--- config.mk ---
export PLATFORM = sky130hd
export DESIGN_NAME = video_pattern_gen
export DESIGN_NICKNAME = d
export VERILOG_FILES = /design/src/rtl/video_pattern_gen.sv
export SDC_FILE = /design/constraint.sdc
export NUM_CORES = 1
export LEC_CHECK = 0
export ABC_AREA = 1
export BUFFER_PORTS_ARGS = -buffer_cell sky130_fd_sc_hd__buf_2
export CAP_MARGIN = 0
export CORE_MARGIN = 3
export CORE_UTILIZATION = 35
export DETAILED_ROUTE_END_ITERATION = 16
export PLACE_DENSITY = 0.56
export SLEW_MARGIN = 0
export SYNTH_ARGS = -nofsm -noshare
export SYNTH_HDL_FRONTEND = slang
export SYNTH_SLANG_ARGS = --single-unit
--- constraint.sdc ---
create_clock -name clk -period 5.95 [get_ports clk]
set_clock_uncertainty 0.1 [all_clocks]
set_input_delay 0.595 -clock clk [delete_from_list [all_inputs] [get_ports clk]]
set_output_delay 0.595 -clock clk [all_outputs]
set_load 0.02 [all_outputs]
--- src/rtl/video_pattern_gen.sv ---
// video_pattern_gen
// Frame-timing and test-pattern generator. A start request latches the
// timing/pattern configuration and produces N frames (or runs until stopped
// when the frame count is 0) of registered sync, data-enable and pixel data.
//
// Ports
//   clk, rst            single clock, synchronous active-high reset
//   i_start / i_stop    start a frame sequence (IDLE only) / finish frame, stop
//   i_mode              0: x ramp, 1: y ramp, 2: solid i_color, 3: 8x8 checker
//   i_h_active..i_vfp   active sizes and porches (cycles / lines)
//   i_frames            frame count, 0 = continuous
//   i_color             solid colour
//   o_vs/o_hs/o_de      registered sync pulses and data enable
//   o_data              registered pixel data, 0 outside the active window
//   o_busy              high whenever not IDLE
//   o_frame_done        one-cycle pulse on the last output cycle of a frame
//   o_frame_cnt         completed-frame counter (only with PATGEN_FRAME_CNT_EN)
//
// Optional feature: define PATGEN_FRAME_CNT_EN to add o_frame_cnt.
//
// state    | meaning
// ST_IDLE  | waiting for an acceptable start request, outputs held at 0
// ST_RUN   | generating frames
// ST_DRAIN | stop seen, finishing the current frame
module video_pattern_gen #(
    parameter int DATA_WIDTH = 8,
    parameter int NUM_CH     = 3,
    parameter int CNT_WIDTH  = 12
) (
    input  logic                         clk,
    input  logic                         rst,
    input  logic                         i_start,
    input  logic                         i_stop,
    input  logic [1:0]                   i_mode,
    input  logic [CNT_WIDTH-1:0]         i_h_active,
    input  logic [CNT_WIDTH-1:0]         i_v_active,
    input  logic [CNT_WIDTH-1:0]         i_hbp,
    input  logic [CNT_WIDTH-1:0]         i_hfp,
    input  logic [CNT_WIDTH-1:0]         i_vbp,
    input  logic [CNT_WIDTH-1:0]         i_vfp,
    input  logic [15:0]                  i_frames,
    input  logic [NUM_CH*DATA_WIDTH-1:0] i_color,
    output logic                         o_vs,
    output logic                         o_hs,
    output logic                         o_de,
    output logic [NUM_CH*DATA_WIDTH-1:0] o_data,
    output logic                         o_busy,
`ifdef PATGEN_FRAME_CNT_EN
    output logic [15:0]                  o_frame_cnt,
`endif
    output logic                         o_frame_done
);

    localparam int CW = CNT_WIDTH + 2;
    localparam int PW = NUM_CH * DATA_WIDTH;

    typedef enum logic [1:0] {ST_IDLE, ST_RUN, ST_DRAIN} state_t;

    state_t          r_state, w_state_n;
    logic [CW-1:0]   r_hc, r_vc, w_hc_n, w_vc_n;
    logic [CW-1:0]   r_ht, r_vt, r_h_active, r_v_active, r_hbp, r_vbp;
    logic [1:0]      r_mode;
    logic [PW-1:0]   r_color;
    logic [15:0]     r_frames_left, w_frames_left_n;

    logic            w_accept, w_hc_last, w_vc_last, w_run_n, w_de_n, w_fd_n;
    logic [CW-1:0]   w_ht_n, w_vt_n, w_ha_n, w_va_n, w_hbp_n, w_vbp_n;
    logic [CW-1:0]   w_ht_start, w_vt_start;
    logic [1:0]      w_mode_n;
    logic [PW-1:0]   w_color_n, w_data_n;
    logic [DATA_WIDTH-1:0] w_x, w_y;

    assign w_accept   = (r_state == ST_IDLE) && i_start &&
                        (i_h_active != '0) && (i_v_active != '0);
    assign w_ht_start = {2'b00, i_hbp} + {2'b00, i_h_active} + {2'b00, i_hfp};
    assign w_vt_start = {2'b00, i_vbp} + {2'b00, i_v_active} + {2'b00, i_vfp};
    assign w_hc_last  = (r_hc == r_ht - 1'b1);
    assign w_vc_last  = (r_vc == r_vt - 1'b1);
    assign o_busy     = (r_state != ST_IDLE);

    always_comb begin
        w_state_n       = r_state;
        w_hc_n          = r_hc;
        w_vc_n          = r_vc;
        w_frames_left_n = r_frames_left;
        case (r_state)
            ST_IDLE: begin
                w_hc_n = '0;
                w_vc_n = '0;
                if (w_accept) begin
                    w_state_n       = ST_RUN;
                    w_frames_left_n = i_frames;
                end
            end
            ST_RUN, ST_DRAIN: begin
                if (w_hc_last) begin
                    w_hc_n = '0;
                    w_vc_n = w_vc_last ? '0 : r_vc + 1'b1;
                end else begin
                    w_hc_n = r_hc + 1'b1;
                end
                if (w_hc_last && w_vc_last) begin
                    // A stop on the very last cycle ends here, no extra frame.
                    if (r_state == ST_DRAIN || i_stop || r_frames_left == 16'd1)
                        w_state_n = ST_IDLE;
                    if (r_frames_left > 16'd1)
                        w_frames_left_n = r_frames_left - 16'd1;
                end else if (r_state == ST_RUN && i_stop) begin
                    w_state_n = ST_DRAIN;
                end
            end
            default: w_state_n = ST_IDLE;
        endcase
    end

    // Outputs are registered from the position being entered, so on the
    // start edge the configuration comes straight from the inputs.
    assign w_ht_n    = w_accept ? w_ht_start         : r_ht;
    assign w_vt_n    = w_accept ? w_vt_start         : r_vt;
    assign w_ha_n    = w_accept ? {2'b00, i_h_active} : r_h_active;
    assign w_va_n    = w_accept ? {2'b00, i_v_active} : r_v_active;
    assign w_hbp_n   = w_accept ? {2'b00, i_hbp}      : r_hbp;
    assign w_vbp_n   = w_accept ? {2'b00, i_vbp}      : r_vbp;
    assign w_mode_n  = w_accept ? i_mode              : r_mode;
    assign w_color_n = w_accept ? i_color             : r_color;

    assign w_run_n = (w_state_n != ST_IDLE);
    assign w_de_n  = w_run_n &&
                     (w_vc_n >= w_vbp_n) && (w_vc_n < w_vbp_n + w_va_n) &&
                     (w_hc_n >= w_hbp_n) && (w_hc_n < w_hbp_n + w_ha_n);
    assign w_fd_n  = w_run_n && (w_hc_n == w_ht_n - 1'b1) && (w_vc_n == w_vt_n - 1'b1);

    // Truncated subtraction gives the same low bits as subtracting full width.
    assign w_x = w_hc_n[DATA_WIDTH-1:0] - w_hbp_n[DATA_WIDTH-1:0];
    assign w_y = w_vc_n[DATA_WIDTH-1:0] - w_vbp_n[DATA_WIDTH-1:0];

    always_comb begin
        w_data_n = '0;
        if (w_de_n) begin
            case (w_mode_n)
                2'd0:    w_data_n = {NUM_CH{w_x}};
                2'd1:    w_data_n = {NUM_CH{w_y}};
                2'd2:    w_data_n = w_color_n;
                default: w_data_n = (w_x[3] ^ w_y[3]) ? '1 : '0;
            endcase
        end
    end

    always_ff @(posedge clk) begin
        if (rst) begin
            r_state       <= ST_IDLE;
            r_hc          <= '0;
            r_vc          <= '0;
            r_frames_left <= '0;
            r_ht          <= '0;
            r_vt          <= '0;
            r_h_active    <= '0;
            r_v_active    <= '0;
            r_hbp         <= '0;
            r_vbp         <= '0;
            r_mode        <= '0;
            r_color       <= '0;
            o_vs          <= 1'b0;
            o_hs          <= 1'b0;
            o_de          <= 1'b0;
            o_data        <= '0;
            o_frame_done  <= 1'b0;
        end else begin
            r_state       <= w_state_n;
            r_hc          <= w_hc_n;
            r_vc          <= w_vc_n;
            r_frames_left <= w_frames_left_n;
            if (w_accept) begin
                r_ht       <= w_ht_start;
                r_vt       <= w_vt_start;
                r_h_active <= {2'b00, i_h_active};
                r_v_active <= {2'b00, i_v_active};
                r_hbp      <= {2'b00, i_hbp};
                r_vbp      <= {2'b00, i_vbp};
                r_mode     <= i_mode;
                r_color    <= i_color;
            end
            o_vs         <= w_run_n && (w_vc_n == '0);
            o_hs         <= w_run_n && (w_hc_n == '0);
            o_de         <= w_de_n;
            o_data       <= w_data_n;
            o_frame_done <= w_fd_n;
        end
    end

`ifdef PATGEN_FRAME_CNT_EN
    always_ff @(posedge clk) begin
        if (rst || w_accept)
            o_frame_cnt <= '0;
        else if (o_frame_done)
            o_frame_cnt <= o_frame_cnt + 16'd1;
    end
`endif

endmodule

# ---- Yosys cells after proc, flatten, opt, wreduce, memory -nomap -nowiden
# Cells that the tools add are included.
dict set report word_totals {
  regBits 184
  wordCells 102
  inputBits 118
  out_inout_bits 29
}
dict set report op_classes {
  add_sub_neg 15
  reduce_logical 27
  n_eq_ne 12
  n_lt_le_gt_ge 5
  muxes 24
  n_bitwise 2
}
# operator count
set ops {}
lappend ops {{two-way mux 14 bit} 9}
lappend ops {{one-hot mux 24 bit (3 select lines)} 1}
lappend ops {{equality test 14 bit} 4}
lappend ops {{one-hot mux 14 bit (2 select lines)} 2}
lappend ops {{subtractor 14 x 1 -> 14 bit (second input constant)} 4}
lappend ops {{two-way mux 16 bit} 3}
lappend ops {{two-way mux 24 bit} 2}
lappend ops {{one-hot mux 16 bit (2 select lines)} 1}
lappend ops {{adder 13 x 12 -> 14 bit} 2}
lappend ops {{adder 14 x 1 -> 14 bit (second input constant)} 2}
lappend ops {{adder 14 bit} 2}
lappend ops {{>= comparator 14 bit} 2}
lappend ops {{zero test 14 bit} 2}
lappend ops {{less-than comparator 14 bit} 2}
lappend ops {{adder 12 x 12 -> 13 bit} 2}
lappend ops {{nonzero test 12 bit} 2}
lappend ops {{equality test 16 x 1 -> 1 bit (second input constant)} 1}
lappend ops {{> comparator 16 x 1 -> 1 bit (second input constant)} 1}
lappend ops {{subtractor 16 x 1 -> 16 bit (second input constant)} 1}
lappend ops {{subtractor 8 bit} 2}
lappend ops {{logical AND 1 bit} 13}
lappend ops {{two-way mux 2 bit} 5}
lappend ops {{!= test 2 bit (second input constant)} 3}
lappend ops {{nonzero test 2 bit} 3}
lappend ops {{9 further kinds} 14}

# ---- Logic depth before layout (Yosys ltp)
dict set report logic_depth {
  word_depth 13
  mapped_depth 41
  ltp_nobuf 36
}

# ---- Worst setup path before layout
# No wires, ideal clock.
dict set report synth_path {
  path_kind {input to register}
  startpoint {in i_h_active[4]}
  endpoint {reg o_data[12]}
  setup_ns 0.061
  t_arrival_ns 5.501
  path_stages 41
  setup_slack_ns 0.287
  n_path_buf 5
  t_required_ns 5.789
  path_cell_list {nor2_1 nand3_1 inv_1 nand2_1 nand2_1 nor2_1 buf_2 buf_2 clkbuf_1 clkbuf_1 or2_2 inv_1 a21oi_1 ha_1 inv_1 fa_1 o31ai_1 a21oi_1 [5 not listed] nand2_1 nand2_1 nand2_1 nand2_1 a21oi_1 o21ai_0 xnor2_1 ha_1 nand2_1 inv_1 nand3_1 o211ai_1 a2111oi_0 nand2_1 nor2_2 nand3_4 buf_12 nor2_4}
}
dict set report synth_between {
  word_cells_on_any_way 32
  cone_classes {add/sub (4); order compare (4); eq/ne (2); mux (10); bitwise (2); reduce/logical (10)}
}
# item line_no
set synth_rtl {}
lappend synth_rtl {{start, declared} 35} ;# input logic [CNT_WIDTH-1:0] i_h_active,
lappend synth_rtl {{nonzero test 12 bit *} 74} ;# (i_h_active != '0) && (i_v_active != '0);
lappend synth_rtl {{logical AND 1 bit *} 73} ;# assign w_accept = (r_state == ST_IDLE) && i_start &&
lappend synth_rtl {{logical AND 1 bit *} 74}
lappend synth_rtl {{two-way mux 14 bit *} -}
lappend synth_rtl {{named net w_vbp_n[0]} 67} ;# logic [CW-1:0] w_ht_n, w_vt_n, w_ha_n, w_va_n, w_hbp_n, w_vbp_n;
lappend synth_rtl {{adder 14 bit or >= comparator 14 bit (tied branches)} 129} ;# (w_vc_n >= w_vbp_n) && (w_vc_n < w_vbp_n + w_va_n) &&
lappend synth_rtl {{less-than comparator 14 bit or logical AND 1 bit (tied branches)} {129, 128}}
lappend synth_rtl {{logical AND 1 bit (2 in series)} 129}
lappend synth_rtl {{logical AND 1 bit} 130} ;# (w_hc_n >= w_hbp_n) && (w_hc_n < w_hbp_n + w_ha_n);
lappend synth_rtl {{inverter 1 bit (no source line)} -}
lappend synth_rtl {{OR reduction 2 bit (no source line)} -}
lappend synth_rtl {{end signal, assigned} 186} ;# o_data <= w_data_n;
lappend synth_rtl {{end, declared} 46} ;# output logic [NUM_CH*DATA_WIDTH-1:0] o_data,
# Mark *: on every way through the listed nets, which the timed path passes. The rest lies on a longest branch.
# A chain may end at the register's enable or synchronous reset.

# ---- Worst setup path in the final report
dict set report layout_path {
  startpoint {reg r_state[1]}
  endpoint {reg o_data[1]}
}
dict set report layout_between {
  word_cells_on_any_way 44
  cone_classes {add/sub (4); order compare (4); eq/ne (4); mux (15); bitwise (2); reduce/logical (15)}
}
# item line_no
set layout_rtl {}
lappend layout_rtl {{start, declared} 59} ;# state_t r_state, w_state_n;
lappend layout_rtl {{start signal, assigned} 169} ;# r_state <= w_state_n;
lappend layout_rtl {{zero test 2 bit *} 73}
lappend layout_rtl {{logical AND 1 bit * (2 in series)} 73}
lappend layout_rtl {{logical AND 1 bit *} 74}
lappend layout_rtl {{two-way mux 14 bit *} -}
lappend layout_rtl {{named net w_hbp_n[4]} 67}
lappend layout_rtl {{adder 14 bit or >= comparator 14 bit (tied branches)} 130}
lappend layout_rtl {{less-than comparator 14 bit or logical AND 1 bit (tied branches)} {130, 129}}
lappend layout_rtl {{logical AND 1 bit *} 130}
lappend layout_rtl {{inverter 1 bit (no source line) *} -}
lappend layout_rtl {{OR reduction 2 bit (no source line) *} -}
# Marks and branches as above.

==> flow_summary.toml <==
[clocking]
cts_hold_buf = 0
clock-root-buffer = "clkbuf_16"
cts_tree = "built"
h-tree-depth = 4
numCtsBuffers = 17
clkTransAtPathRegs_ns = 0.08
cts_num_sinks = 184
clk_latency_ns = 0.49
cts_buffer_depth = 2

[synthesis]
syn_inst = 2326
syn_avg_cell_area_um2 = 6.58
synth_compound_area_share_pct = 10.2
synth_cell_types = 54
synth_flop_cell = "dfxtp_1"
syn_nets = 2588
synth_adder_area_share_pct = 13.2
synth_top_area_cell = "dfxtp_1"
synth_top_family_by_area = "simple AND/OR/NAND/NOR gates"
synth.area.top_cells = "dfxtp_1 (24%), nand2_1 (13%), ha_1 (9.3%), nor2_1 (8.2%), inv_1 (7.8%)"
synth_top_area_share_pct = 24.1
seq_area_frac_synth_pct = 24.1
async_flop_share_pct = 0
synthSimpleGateAreaFrac_pct = 35.5
synthXorXnorAreaFrac_pct = 5.26
ys_ff_latch = 184
netlist_area_mm2 = 0.0153
yosysWarnings = 0
synth_edf_count = 0
synth_mux_area_share_pct = 1.63

[layout]
fill_cells = 4638
seq_area_mm2 = 0.00368
drive_gt1_share_pct = 14.3
synthToLayoutAreaGrowth_pct = 14.5
n_antenna_cell = 0
final_area_mm2 = 0.0175
multi_input_area_mm2 = 0.0101
fin_nets = 2739
finalNonFillerCells = 3067

[timing]
hold_slack_ns = 0.270
min_period_ns = 5.51
finalWorstSetupSlack_ns = 0.443
worstMarginPinSlew_ns = 1.06
max_freq_mhz = 182
finalHoldViolations = 0
setup_viol = 0
slew_headroom_pct = 29.3
period_share_pct = 92.6
drv_slew = 0

[placed_design]
placed_area_mm2 = 0.0169
hpwl_um = 38700
place_inst = 3033
place_congestion = 0.903
pre_cts_slack_ns = 0.112
io_buffers = 146

[die]
ios = 147
dieHeight_um = 215
rows = 75
start_util_pct = 35.9
die-width_um = 215
core-area_mm2 = 0.0426
die_area_mm2 = 0.0463

[global_routing]
antenna_found_initial = 2
grt-ovfl-total = 0
grt_pass1_wl_um = 75600
grt.total_usage_pct = 20.5
grt_pass1_vias = 14300
grt_max_degree = 92

[critical_path]
cp.arrival_ns = 5.83
cpPeakStageDelay_ns = 0.39
start_kind = "flip-flop"
cp_slowest_cell = "dfxtp_1"
worstSetupPathType = "reg2reg"
path_buf_inv = 8
crit_fanout = 30
crit_path_end_kind = "flip-flop"
crit_family = "simple AND/OR/NAND/NOR gates"
cp_common_cell = "nand2_1"
cp_data_required_time_ns = 6.27

[drt]
detail_route.iter0.violations = 1035
via_per_inst = 4.96
via_count = 15200
firstDrtPassIters = 5
routedWlPerCell_um = 15.5
antenna_left = 0
drt_wl_total_um = 47500
drc = 0

[power_and_ir_drop]
power_density_mw_per_mm2 = 283
peakVddDrop_mv = 0.161
leakage_nw = 9.00
power_w = 0.00497

[outcome]
outcome = "completed"

[hold_path]
hold_class = "in2reg"

[run]
maxCapViolCount = 0
## state kept, by name, indices dropped and copies added, names as in the netlist, 2 cells and up
register / count
o_data: 24
r_vbp: 14
r_vt: 14
r_v_active: 14
r_state: 2
r_h_active: 14
r_vc: 14
r_hc: 14
r_color: 24
r_mode: 2
r_ht: 14
r_hbp: 14
r_frames_left: 16
## cells by family (layout without fill, tap and decap cells)
logic type	after synthesis	count (layout)
AOI/OAI and AO/OA	275	275
xor gates and xnor gates	92	92
buffers and inverters	390	554
DFF	184	184
and+or+nand+nor	1216	1216
muxes	25	25
adders and majority gates	144	144
## synth_stat cells, drive strengths merged (25+ instances only)
cell type / number
mux2i: 25
ha: 114
inv: 326
a211oi: 29
clkbuf: 41
nor2: 370
nor3: 45
nand3: 142
fa: 30
a21oi: 106
nand2: 538
xnor2: 39
or2: 51
xor2: 53
o21ai: 92
dfxtp: 184
nand4: 45
## power breakdown
part           internal, W  switching (W)
sequential         0.00134      0.0000791
clock             0.000566       0.000605
combinational     0.000858        0.00152
total              0.00276        0.00221
## layout make-up
type                            count  share of cell area [%]
Multi-Input combinational cell   1752                    57.8
Sequential cell                   184                    21.0
Inverter                          326                    6.98
Timing Repair Buffer              196                    6.61
Tap cell                          577                    4.12
Clock buffer                       17                    2.43
Clock inverter                     15                    1.02
## through the flow
| step | utilization (%) | TNS [ns] |
|---|---|---|
| 3_5_place_dp | 39.6 | 0 |
| 3_3_place_gp | 39.6 | 0 |
| 2_1_floorplan | - | 0 |
| 5_1_grt | 41.1 | -0.0403 |
| 4_1_cts | 41.0 | 0 |
| 6_report | 41.1 | 0 |
## worst min-delay path, cell delays in order
cell     delay [ns]
buf_2          0.08
mux2i_1        0.07
nor2_1         0.08
## layer usage
metal  track usage, %  up-vias  share of wire [%]
li1                 -     7759                  -
met2             31.6      371                 43
met4             5.90        0                1.9
met5                0        -                  0
met3             3.52       52                5.1
met1             29.4     7038                 49
## worst paths after layout
path,startpoint,end,slack [ns],depth (start not counted)
max,r_state[1]$_SDFF_PP0_,o_data[1]$_SDFF_PP0_,0.44,36
min,i_color[11],r_color[11]$_SDFF_PP0_,0.27,3
max reg2reg,r_state[1]$_SDFF_PP0_,o_data[1]$_SDFF_PP0_,0.44,36
min reg2reg,r_v_active[12]$_SDFF_PP0_,r_v_active[12]$_SDFF_PP0_,0.35,2
## layout by cell type (no fill, tap or decap), types with 4 or more instances in the layout
cell	instances
nor2_1	332
nor4_1	4
nor3_1	44
o21bai_1	11
nand3_1	136
ha_1	113
inv_2	9
buf_4	47
nand3b_1	15
or2_2	49
o22ai_1	6
a21oi_1	104
nand4_1	44
a211oi_1	29
a31oi_1	8
mux2i_1	25
buf_12	4
dfxtp_1	183
nand2_2	12
o21ai_0	79
nor2_4	27
o211ai_1	9
nand2_1	523
xor2_1	53
fa_1	30
buf_2	145
nand3_2	5
o21ai_1	12
inv_1	317
clkbuf_16	17
xnor2_1	39
nor2_2	11
clkinv_8	6
## timing repair
action,CTS,global route
setup endpoints to repair,0,25
resized for setup,0,11
buffers inserted,0,2
(Power assumes the default switching activity.)
